[src/rtl/spi_regif_pkg.sv]
// Shared types and command/mode field definitions for the SPI burst register interface.
package spi_regif_pkg;

  typedef enum logic [1:0] {IDLE, CMD, DATA} state_t;

  localparam int CMD_WIDTH     = 8;
  localparam int CMD_WRITE_BIT = 7;
  localparam int CMD_SPACE_BIT = 6;
  localparam int CMD_ADDR_MSB  = 5;
  localparam int CMD_ADDR_LSB  = 0;

  localparam int MODE_CPOL_BIT = 1;
  localparam int MODE_CPHA_BIT = 0;

  localparam logic [1:0] SPI_MODE0 = 2'b00;
  localparam logic [1:0] SPI_MODE1 = 2'b01;
  localparam logic [1:0] SPI_MODE2 = 2'b10;
  localparam logic [1:0] SPI_MODE3 = 2'b11;

  localparam logic SPACE_CONFIG = 1'b0;
  localparam logic SPACE_STATUS = 1'b1;

endpackage

[src/rtl/spi_regif_shifter.sv]
// SPI edge detection, bit counting, MOSI shift-in and MISO shift-out.
// The per-frame cpol/cpha are captured on start.
module spi_regif_shifter
  import spi_regif_pkg::*;
#(
  parameter int REG_WIDTH = 8
) (
  input  logic                 clk,
  input  logic                 rstb,
  input  logic                 ena,
  input  logic                 start,
  input  logic                 active,
  input  logic                 data_phase,
  input  logic [1:0]           mode,
  input  logic                 sclk,
  input  logic                 mosi,
  input  logic                 load,
  input  logic                 drive_en,
  input  logic [REG_WIDTH-1:0] load_data,
  output logic [REG_WIDTH-1:0] shift_data,
  output logic                 word_end,
  output logic                 miso
);

  localparam int CNT_W = $clog2(REG_WIDTH) + 1;
  localparam logic [CNT_W-1:0] LAST_CMD  = CNT_W'(CMD_WIDTH - 1);
  localparam logic [CNT_W-1:0] LAST_DATA = CNT_W'(REG_WIDTH - 1);

  logic                 sclk_q;
  logic                 cpol;
  logic                 cpha;
  logic [CNT_W-1:0]     count;
  logic [REG_WIDTH-1:0] out_sr;
  logic                 prime;
  logic                 rise;
  logic                 fall;
  logic                 lead;
  logic                 trail;
  logic                 sample;
  logic                 shift_edge;
  logic                 emit;

  // With cpha=0 the MSB is primed right after a load; the trailing edge that
  // ends the previous bit (count wrapped to 0) must not advance the word.
  always_comb begin
    rise       = sclk & ~sclk_q;
    fall       = ~sclk & sclk_q;
    lead       = cpol ? fall : rise;
    trail      = cpol ? rise : fall;
    sample     = active & (cpha ? trail : lead);
    shift_edge = active & (cpha ? lead : trail);
    word_end   = sample & (count == (data_phase ? LAST_DATA : LAST_CMD));
    emit       = drive_en & (cpha ? shift_edge : (prime | (shift_edge & (count != '0))));
  end

  always_ff @(posedge clk or negedge rstb) begin
    if (!rstb) begin
      sclk_q     <= 1'b0;
      cpol       <= 1'b0;
      cpha       <= 1'b0;
      count      <= '0;
      shift_data <= '0;
      out_sr     <= '0;
      prime      <= 1'b0;
      miso       <= 1'b0;
    end else if (ena) begin
      sclk_q <= sclk;

      if (start) begin
        cpol  <= mode[MODE_CPOL_BIT];
        cpha  <= mode[MODE_CPHA_BIT];
        count <= '0;
      end else if (sample) begin
        shift_data <= {shift_data[REG_WIDTH-2:0], mosi};
        count      <= word_end ? '0 : count + CNT_W'(1);
      end

      prime <= 1'b0;
      if (!drive_en) begin
        miso <= 1'b0;
      end else if (load) begin
        out_sr <= load_data;
        prime  <= ~cpha;
      end else if (emit) begin
        miso   <= out_sr[REG_WIDTH-1];
        out_sr <= {out_sr[REG_WIDTH-2:0], 1'b0};
      end
    end
  end

endmodule

[src/rtl/spi_burst_regif.sv]
// SPI target with burst config-write / config-or-status read, auto-increment with wrap.
// Define SPI_REGIF_SYNC_EN to add two-stage input synchronisers on cs/clk/mosi/mode.
module spi_burst_regif
  import spi_regif_pkg::*;
#(
  parameter int                   NUM_REGS      = 16,
  parameter int                   REG_WIDTH     = 8,
  parameter int                   ADDR_WIDTH    = $clog2(NUM_REGS),
  parameter logic [REG_WIDTH-1:0] CFG_RESET_VAL = '0
) (
  input  logic                          clk,
  input  logic                          rstb,
  input  logic                          ena,
  input  logic [1:0]                    mode,
  input  logic                          spi_cs_n,
  input  logic                          spi_clk,
  input  logic                          spi_mosi,
  output logic                          spi_miso,
  output logic [NUM_REGS*REG_WIDTH-1:0] config_regs,
  input  logic [NUM_REGS*REG_WIDTH-1:0] status_regs,
  output logic                          wr_pulse,
  output logic [ADDR_WIDTH-1:0]         wr_addr,
  output logic                          busy
);

  logic [1:0] mode_s;
  logic       cs_n_s;
  logic       sclk_s;
  logic       mosi_s;

`ifdef SPI_REGIF_SYNC_EN
  logic [4:0] sync1;
  logic [4:0] sync2;

  always_ff @(posedge clk or negedge rstb) begin
    if (!rstb) begin
      sync1 <= 5'b00100;
      sync2 <= 5'b00100;
    end else if (ena) begin
      sync1 <= {mode, spi_cs_n, spi_clk, spi_mosi};
      sync2 <= sync1;
    end
  end

  assign {mode_s, cs_n_s, sclk_s, mosi_s} = sync2;
`else
  assign {mode_s, cs_n_s, sclk_s, mosi_s} = {mode, spi_cs_n, spi_clk, spi_mosi};
`endif

  state_t                state;
  state_t                state_nxt;
  logic                  cmd_done_q;
  logic                  data_done_q;
  logic                  first_q;
  logic                  is_write;
  logic                  space;
  logic                  oor;
  logic [ADDR_WIDTH-1:0] addr;
  logic [ADDR_WIDTH-1:0] addr_inc;
  logic [REG_WIDTH-1:0]  cfg [NUM_REGS];
  logic                  start;
  logic                  active;
  logic                  data_phase;
  logic                  cmd_latch;
  logic                  drive_en;
  logic                  load;
  logic                  commit;
  logic [REG_WIDTH-1:0]  shift_data;
  logic [REG_WIDTH-1:0]  load_data;
  logic [CMD_WIDTH-1:0]  cmd;
  logic                  word_end;

  always_ff @(posedge clk or negedge rstb) begin
    if (!rstb) state <= IDLE;
    else if (ena) state <= state_nxt;
  end

  always_comb begin
    state_nxt = state;
    case (state)
      IDLE: if (!cs_n_s) state_nxt = CMD;
      CMD: begin
        if (cs_n_s) state_nxt = IDLE;
        else if (cmd_done_q) state_nxt = DATA;
      end
      DATA: if (cs_n_s) state_nxt = IDLE;
      default: state_nxt = IDLE;
    endcase
  end

  // The commit is not qualified by state so that a word whose final sample
  // edge coincides with chip-select release still lands.
  always_comb begin
    busy       = (state != IDLE);
    active     = (state != IDLE);
    data_phase = (state == DATA);
    start      = (state == IDLE) && !cs_n_s;
    cmd_latch  = (state == CMD) && !cs_n_s && cmd_done_q;
    drive_en   = (state == DATA) && !is_write;
    load       = drive_en && (first_q || data_done_q);
    commit     = data_done_q && is_write && !oor;
  end

  assign cmd = shift_data[CMD_WIDTH-1:0];

  always_comb begin
    addr_inc = (int'(addr) == NUM_REGS - 1) ? '0 : addr + ADDR_WIDTH'(1);
  end

  always_comb begin
    load_data = '0;
    if (!oor) begin
      if (space == SPACE_STATUS) load_data = status_regs[int'(addr)*REG_WIDTH +: REG_WIDTH];
      else load_data = cfg[addr];
    end
  end

  always_ff @(posedge clk or negedge rstb) begin
    if (!rstb) begin
      cmd_done_q  <= 1'b0;
      data_done_q <= 1'b0;
      first_q     <= 1'b0;
      is_write    <= 1'b0;
      space       <= 1'b0;
      oor         <= 1'b0;
      addr        <= '0;
      wr_pulse    <= 1'b0;
      wr_addr     <= '0;
      for (int unsigned i = 0; i < NUM_REGS; i++) cfg[i] <= CFG_RESET_VAL;
    end else if (ena) begin
      cmd_done_q  <= word_end && (state == CMD);
      data_done_q <= word_end && (state == DATA);
      first_q     <= cmd_latch && !cmd[CMD_WRITE_BIT];
      wr_pulse    <= commit;
      if (cmd_latch) begin
        is_write <= cmd[CMD_WRITE_BIT];
        space    <= cmd[CMD_SPACE_BIT];
        addr     <= cmd[ADDR_WIDTH-1:0];
        // Covers both nonzero upper address bits and holes above NUM_REGS-1.
        oor      <= int'(cmd[CMD_ADDR_MSB:CMD_ADDR_LSB]) >= NUM_REGS;
      end else if (commit) begin
        cfg[addr] <= shift_data;
        wr_addr   <= addr;
        addr      <= addr_inc;
      end else if (load && !oor) begin
        addr <= addr_inc;
      end
    end
  end

  always_comb begin
    for (int unsigned i = 0; i < NUM_REGS; i++) config_regs[i*REG_WIDTH +: REG_WIDTH] = cfg[i];
  end

  spi_regif_shifter #(
    .REG_WIDTH(REG_WIDTH)
  ) u_shifter (
    .clk       (clk),
    .rstb      (rstb),
    .ena       (ena),
    .start     (start),
    .active    (active),
    .data_phase(data_phase),
    .mode      (mode_s),
    .sclk      (sclk_s),
    .mosi      (mosi_s),
    .load      (load),
    .drive_en  (drive_en),
    .load_data (load_data),
    .shift_data(shift_data),
    .word_end  (word_end),
    .miso      (spi_miso)
  );

endmodule

[config.mk]
export PLATFORM = sky130hd
export DESIGN_NAME = spi_burst_regif
export DESIGN_NICKNAME = d
export VERILOG_FILES = /design/src/rtl/spi_regif_pkg.sv /design/src/rtl/spi_regif_shifter.sv /design/src/rtl/spi_burst_regif.sv
export SDC_FILE = /design/constraint.sdc
export NUM_CORES = 1
export LEC_CHECK = 0
export ABC_AREA = 1
export BUFFER_PORTS_ARGS = -buffer_cell sky130_fd_sc_hd__buf_4
export CORE_MARGIN = 3
export CORE_UTILIZATION = 48
export DETAILED_ROUTE_END_ITERATION = 6
export PLACE_DENSITY = 0.82
export SYNTH_ARGS = -nofsm -noshare
export SYNTH_HDL_FRONTEND = slang
export SYNTH_SLANG_ARGS = --single-unit
[constraint.sdc]
create_clock -name clk -period 1.72 [get_ports clk]
set_input_delay 0.258 -clock clk [delete_from_list [all_inputs] [get_ports clk]]
set_output_delay 0.258 -clock clk [all_outputs]
set_load 0.01 [all_outputs]
==> impl_metrics.py <==
metrics = {
    "status": {
        "outcome": "finished with violations",
        "violations": "design-rule violations, negative setup slack",
    },
    "global_routing": {
        "grt_usage": 0.314,
        "grt_max_degree": 53,
        "grt_pass1_vias": 10034,
        "antenna_found_initial": 0,
        "overflow": 0,
        "grt_first_pass_wirelength_um": 53900,
    },
    "sta": {
        "setup_tns_ps": -1740,
        "tightest_slew_ps": 566,
        "fmax_mhz": 549,
        "min_period_ps": 1820,
        "hold_viol": 0,
        "rsz0062_at_grt": "yes",
        "clock_skew_ps": 12.9,
        "layout_setup_ws_ps": -99.9,
        "hold-worst-slack_ps": 32.3,
        "setup_viol": 60,
        "drv_slew": 0,
        "relSlewSlack": 0.623,
        "period_share": 1.06,
    },
    "yosys": {
        "ys_types": 30,
        "synth_area_sq_um": 9600,
        "syn_nets": 1508,
        "yosysTopAreaCellShare": 0.443,
        "yosysWarnings": 0,
        "synth_seq_cells": 170,
        "synth_area_per_cell_sq_um": 7.03,
        "seq_area_frac_synth": 0.443,
        "synth_largest_area_cell": "dfrtp_1",
        "synth.area.top_cells": "dfrtp_1 (44%), nand2_1 (18%), o21ai_0 (6.9%), nand3_1 (5.4%), inv_1 (5.2%)",
        "netlist_instances": 1366,
    },
    "placed_design": {
        "io_buffers": 270,
        "gp_congestion": 0.943,
        "placed_area_sq_um": 12300,
        "dp_hpwl_um": 25200,
    },
    "cells_and_area": {
        "nets": 1815,
        "final_common_cell": "nand2_1",
        "area_growth_pct": 39.9,
        "layout-drive-gt1-share": 0.275,
        "final_cell_mix": "nand2_1 (447), buf_4 (316), dfrtp_1 (168)",
        "n_antenna_cell": 0,
        "fin_area_sq_um": 13400,
    },
    "clock_tree": {
        "cts_tree": "yes",
        "numCtsBuffers": 17,
        "ctsHtreeMaxLevel": 4,
        "clk_latency_ps": 440,
        "clk_path_buf_depth": 2,
        "clock-sinks": 170,
        "cts.reportedPaths.clkPinSlew_ps": 60,
        "cts_root_buf": "clkbuf_16",
    },
    "setup_path": {
        "cp_data_arrival_time_ps": 2150,
        "crit_type": "reg -> reg",
        "crit_required_ps": 2050,
        "worstPathMaxFanout": 16,
        "start_kind": "register",
        "crit_path_end_kind": "register",
    },
    "drt": {
        "via_count": 10852,
        "routedWlPerCell_um": 18.8,
        "drc_errors": 1,
        "first_iter_violations": 1510,
        "viasPerCell": 5.56,
        "firstDrtPassIters": 7,
        "ant_nets": 0,
        "wl_um": 36600,
    },
    "pwr": {
        "netSwitchingPower_uw": 3820,
        "pwr-share-clk": 0.340,
        "power_density_nw_per_um2": 855,
        "comb_power_share": 0.275,
        "ir_drop_uv": 677,
        "p_int_uw": 7670,
        "total_power_uw": 11500,
        "switching_share": 0.332,
        "p_leak_uw": 0.00696,
        "p_seq_frac": 0.385,
    },
    "die": {
        "core_sq_um": 19500,
        "die_area_sq_um": 21700,
        "die_w_um": 147,
        "die_height_um": 147,
        "io_pins": 271,
        "rows": 51,
        "initial_core_util": 0.491,
    },
    "job": {
        "max_cap_viol_count": 0,
    },
    "worst_hold_path": {
        "hp-class": "in -> reg",
    },
}
-- final cells by class --
class                      instances  area, sq um
multi-input combinational        982         4590
clock inverter                    14          170
sequential                       170         4260
fill                            1541         6100
clock buffer                      18          429
inverter                         140          533
tap                              265          332
timing repair buffer             362         3120
-- worst max-delay path: stages, from the launching register on --
cell and delay, ps:
dfrtp_4 510, buf_4 150, buf_12 130, ha_2 190, inv_2 60, nor2_4 170
nand2_1 120, buf_6 170, o21ai_0 210
-- metrics by stage --
| step | setup slack [ps] | util | instances |
|---|---|---|---|
| after global placement | -98.2 | 0.629 | 1892 |
| after detailed placement | -127 | 0.629 | 1892 |
| after global routing | -165 | 0.688 | 1951 |
| after floorplan | 12.3 | - | 1366 |
| after CTS | -30.6 | 0.664 | 1926 |
| final | -99.9 | 0.688 | 1951 |
-- kinds of logic after synthesis --
group                    Yosys count  synth area share
flip-flops                       170             0.443
buffers and inverters            217            0.0983
XOR/XNOR                           2           0.00183
AND/OR/NAND/NOR                  701             0.305
AO/OA/AOI/OAI                    270             0.144
adder cells (fa/ha/maj)            6           0.00782
-- registers in the layout (all words and copies together) (netlist names), 2 cells and up --
signal	flops
u_shifter.shift_data	8
state	2
addr	4
wr_addr	4
u_shifter.count	4
config_regs	128
u_shifter.out_sr	8
-- power groups by stage --
stage	sequential [uW]	combinational (uW)	clock (uW)
after floorplan	4420	1490	0
after global placement	4460	2790	0
after detailed placement	4470	2830	0
after CTS	4400	2900	3930
after global routing	4440	3410	4100
final	4420	3160	3910
-- cell usage after synthesis (all sizes together) --
cell type / n
nand3: 106
o21a: 1
a21oi: 54
nand4: 2
nor2: 120
xor2: 2
buf: 58
o21ai: 204
dfrtp: 170
clkbuf: 19
inv: 139
nand2: 471
clkinv: 1
o22ai: 11
ha: 6
nor3: 2
-- final timing paths --
kind                                                     start                             endpoint  slack (ps)  depth (start not counted)
min reg2reg                u_shifter.shift_data[7]$_DFFE_PN0P_  u_shifter.shift_data[7]$_DFFE_PN0P_         490                          2
max reg2reg                                addr[0]$_DFFE_PN0P_          config_regs[91]$_DFFE_PN0P_        -100                          8
min in group asynchronous                                 rstb       u_shifter.count[2]$_DFFE_PN0P_         370                          2
max in group asynchronous                                 rstb          config_regs[70]$_DFFE_PN0P_         740                          3
max                                        addr[0]$_DFFE_PN0P_          config_regs[91]$_DFFE_PN0P_        -100                          8
min                                                   spi_mosi  u_shifter.shift_data[0]$_DFFE_PN0P_          30                          3
-- repair_timing --
| item | 4_1_cts | 5_1_grt |
|---|---|---|
| setup buffers | 0 | 13 |
| hold endpoints to repair | 43 | 0 |
| hold buffers | 1 | 0 |
| gates cloned | 1 | 12 |
| setup endpoints to repair | 82 | 142 |
| resized for setup | 20 | 92 |
| pin swaps | 8 | 7 |
-- metal layers --
layer / share of wire / routed length [um] / vias to the layer above / track usage
li1: - / - / 4958 / -
met1: 0.38 / 13800 / 5070 / 0.404
met2: 0.48 / 17500 / 715 / 0.518
met3: 0.11 / 4010 / 109 / 0.0766
met4: 0.035 / 1280 / 0 / 0.120
met5: 0 / 0 / - / 0
(Power assumes the default switching activity.)
